==> src/rtl/seven_seg_scan_driver.sv <==
// Multiplexed N-digit seven-segment scan driver with frame-coherent input
// snapshots, guard blanking, blinking, leading-zero suppression and pin polarity.
module seven_seg_scan_driver #(
  parameter int NUM_DIGITS     = 6,
  parameter int SCAN_DIV       = 1000,
  parameter int GUARD          = 1,
  parameter int BLINK_FRAMES   = 250,
  parameter bit HEX_EN         = 1'b0,
  parameter bit SEG_ACTIVE_LOW = 1'b0,
  parameter bit SEL_ACTIVE_LOW = 1'b1
) (
  input  logic                    clk,
  input  logic                    rst_n,
  input  logic [4*NUM_DIGITS-1:0] digits,
  input  logic [NUM_DIGITS-1:0]   dp_mask,
  input  logic [NUM_DIGITS-1:0]   blank_mask,
  input  logic [NUM_DIGITS-1:0]   blink_mask,
  input  logic                    lz_en,
  output logic [7:0]              seg_data,
  output logic [NUM_DIGITS-1:0]   seg_sel,
  output logic                    frame_start
);

  localparam int PW = $clog2(SCAN_DIV);
  localparam int IW = (NUM_DIGITS > 1) ? $clog2(NUM_DIGITS) : 1;
  localparam int BW = (BLINK_FRAMES > 1) ? $clog2(BLINK_FRAMES) : 1;

  localparam logic [7:0]            SEG_OFF = {8{SEG_ACTIVE_LOW}};
  localparam logic [NUM_DIGITS-1:0] SEL_OFF = {NUM_DIGITS{SEL_ACTIVE_LOW}};

  typedef struct packed {
    logic [4*NUM_DIGITS-1:0] digits;
    logic [NUM_DIGITS-1:0]   dp;
    logic [NUM_DIGITS-1:0]   blank;
    logic [NUM_DIGITS-1:0]   blink;
    logic                    lz;
  } snap_t;

  logic [PW-1:0]         presc_q, presc_d;
  logic [IW-1:0]         idx_q, idx_d;
  logic [BW-1:0]         blink_cnt_q, blink_cnt_d;
  logic                  blink_off_q, blink_off_d;
  snap_t                 snap_q, snap_d;
  logic [7:0]            seg_data_q, seg_data_d;
  logic [NUM_DIGITS-1:0] seg_sel_q, seg_sel_d;
  logic                  frame_start_q, frame_start_d;

  logic                  slot_end, frame_end;
  logic [3:0]            code [NUM_DIGITS];
  logic [NUM_DIGITS-1:0] lz_dark;
  logic                  seen_nz;
  logic                  dark;
  logic [7:0]            seg_raw;
  logic [NUM_DIGITS-1:0] sel_raw;

  function automatic logic [6:0] glyph(input logic [3:0] c);
    case (c)
      4'h0:    glyph = 7'h3F;
      4'h1:    glyph = 7'h06;
      4'h2:    glyph = 7'h5B;
      4'h3:    glyph = 7'h4F;
      4'h4:    glyph = 7'h66;
      4'h5:    glyph = 7'h6D;
      4'h6:    glyph = 7'h7D;
      4'h7:    glyph = 7'h07;
      4'h8:    glyph = 7'h7F;
      4'h9:    glyph = 7'h6F;
      4'hA:    glyph = HEX_EN ? 7'h77 : 7'h00;
      4'hB:    glyph = HEX_EN ? 7'h7C : 7'h00;
      4'hC:    glyph = HEX_EN ? 7'h39 : 7'h00;
      4'hD:    glyph = HEX_EN ? 7'h5E : 7'h00;
      4'hE:    glyph = HEX_EN ? 7'h79 : 7'h00;
      default: glyph = HEX_EN ? 7'h71 : 7'h00;
    endcase
  endfunction

  // Scan position, blink phase and frame-boundary snapshot.
  always_comb begin
    // NOTE: every always_comb output gets a default first so no path can infer a latch.
    presc_d     = presc_q + 1'b1;
    idx_d       = idx_q;
    blink_cnt_d = blink_cnt_q;
    blink_off_d = blink_off_q;
    snap_d      = snap_q;
    slot_end    = (presc_q == PW'(SCAN_DIV - 1));
    frame_end   = slot_end && (idx_q == IW'(NUM_DIGITS - 1));
    if (slot_end) begin
      presc_d = '0;
      idx_d   = frame_end ? '0 : idx_q + 1'b1;
    end
    if (frame_end) begin
      snap_d = '{digits: digits, dp: dp_mask, blank: blank_mask,
                 blink: blink_mask, lz: lz_en};
      if (blink_cnt_q == BW'(BLINK_FRAMES - 1)) begin
        blink_cnt_d = '0;
        blink_off_d = ~blink_off_q;
      end else begin
        blink_cnt_d = blink_cnt_q + 1'b1;
      end
    end
  end

  // Leading zeros: walk from the most significant digit until a nonzero code.
  always_comb begin
    seen_nz = 1'b0;
    lz_dark = '0;
    for (int i = NUM_DIGITS - 1; i >= 0; i--) begin
      code[i] = snap_q.digits[4*i +: 4];
      if (code[i] != 4'h0) seen_nz = 1'b1;
      lz_dark[i] = snap_q.lz && !seen_nz && (i != 0);
    end
  end

  always_comb begin
    dark    = snap_q.blank[idx_q] || (blink_off_q && snap_q.blink[idx_q]);
    seg_raw = '0;
    sel_raw = '0;
    if (presc_q >= PW'(GUARD)) begin
      sel_raw[idx_q] = 1'b1;
      if (!dark) begin
        seg_raw = {snap_q.dp[idx_q], lz_dark[idx_q] ? 7'h00 : glyph(code[idx_q])};
      end
    end
    seg_data_d    = seg_raw ^ SEG_OFF;
    seg_sel_d     = sel_raw ^ SEL_OFF;
    frame_start_d = (presc_q == '0) && (idx_q == '0);
  end

  // NOTE: sequential state uses non-blocking assignments so every flop samples pre-edge values.
  always_ff @(posedge clk or negedge rst_n) begin
    if (!rst_n) begin
      presc_q       <= '0;
      idx_q         <= '0;
      blink_cnt_q   <= '0;
      blink_off_q   <= 1'b0;
      snap_q        <= '0;
      seg_data_q    <= SEG_OFF;
      seg_sel_q     <= SEL_OFF;
      frame_start_q <= 1'b0;
    end else begin
      presc_q       <= presc_d;
      idx_q         <= idx_d;
      blink_cnt_q   <= blink_cnt_d;
      blink_off_q   <= blink_off_d;
      snap_q        <= snap_d;
      seg_data_q    <= seg_data_d;
      seg_sel_q     <= seg_sel_d;
      frame_start_q <= frame_start_d;
    end
  end

  assign seg_data    = seg_data_q;
  assign seg_sel     = seg_sel_q;
  assign frame_start = frame_start_q;

endmodule

==> config.mk <==
export PLATFORM = sky130hd
export DESIGN_NAME = seven_seg_scan_driver
export DESIGN_NICKNAME = d
export VERILOG_FILES = /design/src/rtl/seven_seg_scan_driver.sv
export SDC_FILE = /design/constraint.sdc
export NUM_CORES = 1
export LEC_CHECK = 0
export ABC_AREA = 1
export CAP_MARGIN = 5
export CELL_PAD_IN_SITES_DETAIL_PLACEMENT = 1
export CELL_PAD_IN_SITES_GLOBAL_PLACEMENT = 1
export CORE_MARGIN = 3
export CORE_UTILIZATION = 25
export CTS_BUF_LIST = sky130_fd_sc_hd__clkbuf_2
export CTS_CLUSTER_SIZE = 16
export DETAILED_ROUTE_END_ITERATION = 8
export DONT_BUFFER_PORTS = 1
export PLACE_DENSITY = 0.53
export SLEW_MARGIN = 30
export SYNTH_ARGS = -nofsm -noshare
export SYNTH_HDL_FRONTEND = slang
export SYNTH_SLANG_ARGS = --single-unit
==> constraint.sdc <==
create_clock -name clk -period 2.6 [get_ports clk]
set_input_delay 0.52 -clock clk [delete_from_list [all_inputs] [get_ports clk]]
set_output_delay 0.52 -clock clk [all_outputs]
set_load 0.01 [all_outputs]
==> results.sh <==
export IMPL_slew_headroom_pct=63.6
export IMPL_htree_num_levels=3
export IMPL_antenna_found_initial=0
export IMPL_drc=0
export IMPL_total_power_mw=1.91
export IMPL_vdd_ir_drop_worst_v=0.000244
export IMPL_cell_internal_pwr_mw=1.41
export IMPL_number_of_hold_slack_violations_in_the_final_timing_report=0
export IMPL_post_synth_and_or_nand_nor_area_fraction_pct=28.5
export IMPL_grt_pass1_vias=3496
export IMPL_core_region_area_sq_um=15300
export IMPL_setup_ws_ns=0.304
export IMPL_boundaryPins=60
export IMPL_postRouteWirelength_mm=10.4
export IMPL_setup_viol_count_final=0
export IMPL_comb_power_share_pct=4.2
export IMPL_drt_pass_1_iters=4
export IMPL_chipHeight_um=132
export IMPL_timing_clock_skew_ns=0.0349
export IMPL_clkLatencyLatePin_ns=0.59
export IMPL_syn_nets=554
export IMPL_post_synthesis_cells=495
export IMPL_critPathArrivalTime_ns=2.77
export IMPL_worst_path_buf_inv=3
export IMPL_power_switching_mw=0.499
export IMPL_synth_lib_cells_used_distinct=33
export IMPL_timing_final_max_slew_violations=0
export IMPL_initial_utilization_pct=25.8
export IMPL_min_delay_path_class="in -> reg"
export IMPL_io_buffers=0
export IMPL_clock_path_buffers=2
export IMPL_post_dp_hpwl_mm=7.38
export IMPL_critPathLaunchType="register"
export IMPL_power_dens_cells_nw_per_um2=409
export IMPL_setup_tns_ns=0
export IMPL_unrepaired_setup_endpoints_after_global_routing="no"
export IMPL_placement_rows=45
export IMPL_synth_warnings=0
export IMPL_synthAdderAreaFrac_pct=4.44
export IMPL_synth_xor_area_share_pct=1.11
export IMPL_synth_area_per_cell_sq_um=7.97
export IMPL_power_switching_share_pct=26.2
export IMPL_gpl_final_weighted_congestion=0.763
export IMPL_detailroute_via_count=3276
export IMPL_cts_tree="yes"
export IMPL_critical_path_max_fanout=9
export IMPL_overflow=0
export IMPL_layout_worst_path_cycle_share_pct=88.3
export IMPL_whs_path_depth=2
export IMPL_critical_path_required_ns=3.07
export IMPL_period_minus_slack_ns=2.30
export IMPL_cp_slowest_cell="sky130_fd_sc_hd__dfrtp_1"
export IMPL_synth_seq_cells=80
export IMPL_crit_chain="inv_1 -> nand2_1 -> nor2_1 -> a22oi_1 -> nand3_1 -> inv_1 -> ha_1 -> inv_1 -> nor2_1 -> nor2_1 -> nor2_1"
export IMPL_fp_dieW_um=132
export IMPL_worst_slew_pin_slew_ns=0.539
export IMPL_floorplan_die_area_sq_um=17300
export IMPL_route_antenna_remaining_nets=0
export IMPL_pwr_share_seq_pct=65.3
export IMPL_clk_pin_slew_worst_paths_ns=0.24
export IMPL_reg2regPathDepth=11
export IMPL_dpl_worst_slack_ns=0.314
export IMPL_synth_compound_area_share_pct=6.75
export IMPL_synthesis_area_sq_um=3950
export IMPL_cts_root_buf="sky130_fd_sc_hd__clkbuf_2"
export IMPL_crit_type="reg -> reg"
export IMPL_finish_net_count=595
export IMPL_cp_depth=11
export IMPL_synth_top_family_by_area="simple AND/OR/NAND/NOR gates"
export IMPL_max_cap_violations=0
export IMPL_cts_made_buffers=9
export IMPL_worst_setup_path_end_kind="register"
export IMPL_antenna_diode_count=0
export IMPL_routed_length_per_placed_instance_um=13.8
export IMPL_drive_gt1_share_pct=6.84
export IMPL_sequential_fraction_of_the_synthesis_area_pct=50.9
export IMPL_clock_sink_count=80
export IMPL_via_per_inst=4.36
export IMPL_synth_mux_area_share_pct=0
export IMPL_layout_cells_most_common_list="177 x sky130_fd_sc_hd__nand2_1, 73 x sky130_fd_sc_hd__dfrtp_1, 50 x sky130_fd_sc_hd__inv_1"
export IMPL_clock_group_share_of_total_power_pct=30.4
export IMPL_track_usage_pct=12.9
export IMPL_critical_path_most_common_cell="sky130_fd_sc_hd__nor2_1"
export IMPL_filler_instances=1878
export IMPL_detailedRoute_firstIterationViolations=104
export IMPL_cpLargestDelayFamily="simple AND/OR/NAND/NOR gates"
export IMPL_grt_start_max_net_pins=81
export IMPL_grt_first_pass_wirelength_mm=17.8
export IMPL_leakagePower_nw=2.20
export IMPL_syn2layout_area_growth_pct=18.3
export IMPL_cpPeakStageDelay_ns=0.59
export IMPL_status="completed"
export IMPL_final_common_cell="sky130_fd_sc_hd__nand2_1"
export IMPL_fmax_mhz=435
## per-stage QoR
stage | util, % | hold slack [ns] | cells | instance area [sq um]
5_1_grt | 30.5 | 0.0127 | 752 | 4670
3_5_place_dp | 27.0 | 0.228 | 693 | 4140
4_1_cts | 30.3 | 0.00516 | 749 | 4640
6_report | 30.5 | 0.0826 | 752 | 4670
3_3_place_gp | 27.0 | 0.229 | 693 | 4140
2_1_floorplan | - | 0.224 | 495 | 3950
## final timing paths
kind	endpoint	startpoint	slack, ns
setup reg to reg	seg_data[3]	idx_q[1]	0.30
max in group asynchronous	seg_sel[5]	rst_n	1.75
setup / recovery	seg_data[3]	idx_q[1]	0.30
hold reg to reg	snap_q[7]	snap_q[7]	0.50
min in group asynchronous	blink_cnt_q[4]	rst_n	0.46
hold / removal	code[20]	digits[0]	0.08
## layer usage
layer | GRT usage [%] | vias up | part of all wire [%] | wire length, um
met4 | 2.80 | 0 | 0.74 | 77
met1 | 16.6 | 1577 | 48 | 4980
met2 | 21.1 | 65 | 47 | 4870
met5 | 0 | - | 0 | 0
li1 | - | 1628 | - | -
met3 | 4.36 | 6 | 4.5 | 473
## power groups by stage
stage / logic [mW] / clock network (mW) / registers (mW)
after CTS: 0.0802 / 0.625 / 1.25
after floorplan: 0.000000608 / 0 / 1.27
after detailed placement: 0.000000546 / 0 / 1.27
final: 0.0807 / 0.581 / 1.25
after global placement: 0.000000546 / 0 / 1.27
after global routing: 0.0912 / 0.681 / 1.25
## cells in the mapped netlist
| master | count | area (sq um) |
|---|---|---|
| sky130_fd_sc_hd__nand2_1 | 177 | 664 |
| sky130_fd_sc_hd__dfrtp_1 | 74 | 1850 |
| sky130_fd_sc_hd__inv_1 | 50 | 188 |
| sky130_fd_sc_hd__nor2_1 | 44 | 165 |
| sky130_fd_sc_hd__o21ai_0 | 32 | 160 |
| sky130_fd_sc_hd__nand3_1 | 27 | 135 |
| sky130_fd_sc_hd__ha_1 | 14 | 175 |
| sky130_fd_sc_hd__a21oi_1 | 10 | 50.1 |
| sky130_fd_sc_hd__nand4_1 | 9 | 56.3 |
| sky130_fd_sc_hd__nor3_1 | 8 | 40.0 |
| sky130_fd_sc_hd__buf_2 | 7 | 35.0 |
| sky130_fd_sc_hd__dfstp_2 | 6 | 158 |
| sky130_fd_sc_hd__buf_6 | 4 | 45.0 |
| sky130_fd_sc_hd__inv_2 | 4 | 15.0 |
| sky130_fd_sc_hd__xor2_1 | 4 | 35.0 |
| sky130_fd_sc_hd__buf_4 | 3 | 22.5 |
| sky130_fd_sc_hd__clkbuf_1 | 3 | 11.3 |
| sky130_fd_sc_hd__o22ai_1 | 3 | 18.8 |
| sky130_fd_sc_hd__nor2_2 | 2 | 12.5 |
| sky130_fd_sc_hd__a21o_1 | 1 | 7.51 |
| sky130_fd_sc_hd__a221oi_1 | 1 | 8.76 |
| sky130_fd_sc_hd__a22oi_1 | 1 | 7.51 |
| sky130_fd_sc_hd__a31oi_1 | 1 | 6.26 |
| sky130_fd_sc_hd__clkbuf_2 | 1 | 5.00 |
| sky130_fd_sc_hd__inv_4 | 1 | 6.26 |
| sky130_fd_sc_hd__nand2_2 | 1 | 6.26 |
| sky130_fd_sc_hd__nand3b_1 | 1 | 7.51 |
| sky130_fd_sc_hd__nor2_4 | 1 | 11.3 |
| sky130_fd_sc_hd__nor3_2 | 1 | 10.0 |
| sky130_fd_sc_hd__nor3b_1 | 1 | 7.51 |
| sky130_fd_sc_hd__nor4b_1 | 1 | 8.76 |
| sky130_fd_sc_hd__o31ai_1 | 1 | 7.51 |
| sky130_fd_sc_hd__xnor2_1 | 1 | 8.76 |
## worst reg2reg max path, delay by kind of cell (launching register included)
kind / cells / cell delay (ns)
AOI/OAI and AO/OA: 1 / 0.24
adders and majority gates: 1 / 0.24
DFF: 1 / 0.59
and+or+nand+nor: 6 / 0.68
buffers and inverters: 3 / 0.44
## area by class of cell
class,count,area (sq um),area share (%)
timing repair buffer,48,485,10.4
clock buffer,9,45.0,0.965
tap,211,264,5.66
sequential,80,2010,43.1
multi-input combinational,342,1620,34.6
inverter,55,209,4.48
clock inverter,7,38.8,0.831
## cells by family (layout without fill, tap and decap cells)
group,count (synthesis),count (layout)
AND/OR/NAND/NOR,273,273
flip-flops,80,80
buffers and inverters,73,119
AO/OA/AOI/OAI,50,50
adder cells (fa/ha/maj),14,14
XOR/XNOR,5,5
## timing repair
item,CTS,global route
endpoints found under the hold margin,118,3
hold buffers,40,3
setup buffers,0,0
gates resized for setup,0,1
setup endpoints to repair,0,2
## sequential cells by signal, indices dropped and copies added, names as in the netlist
register	flops
blink_off_q	1
blink_cnt_q	8
frame_start	1
presc_q	10
snap_q	19
code	24
seg_sel	6
idx_q	3
seg_data	8
(Power assumes the default switching activity.)
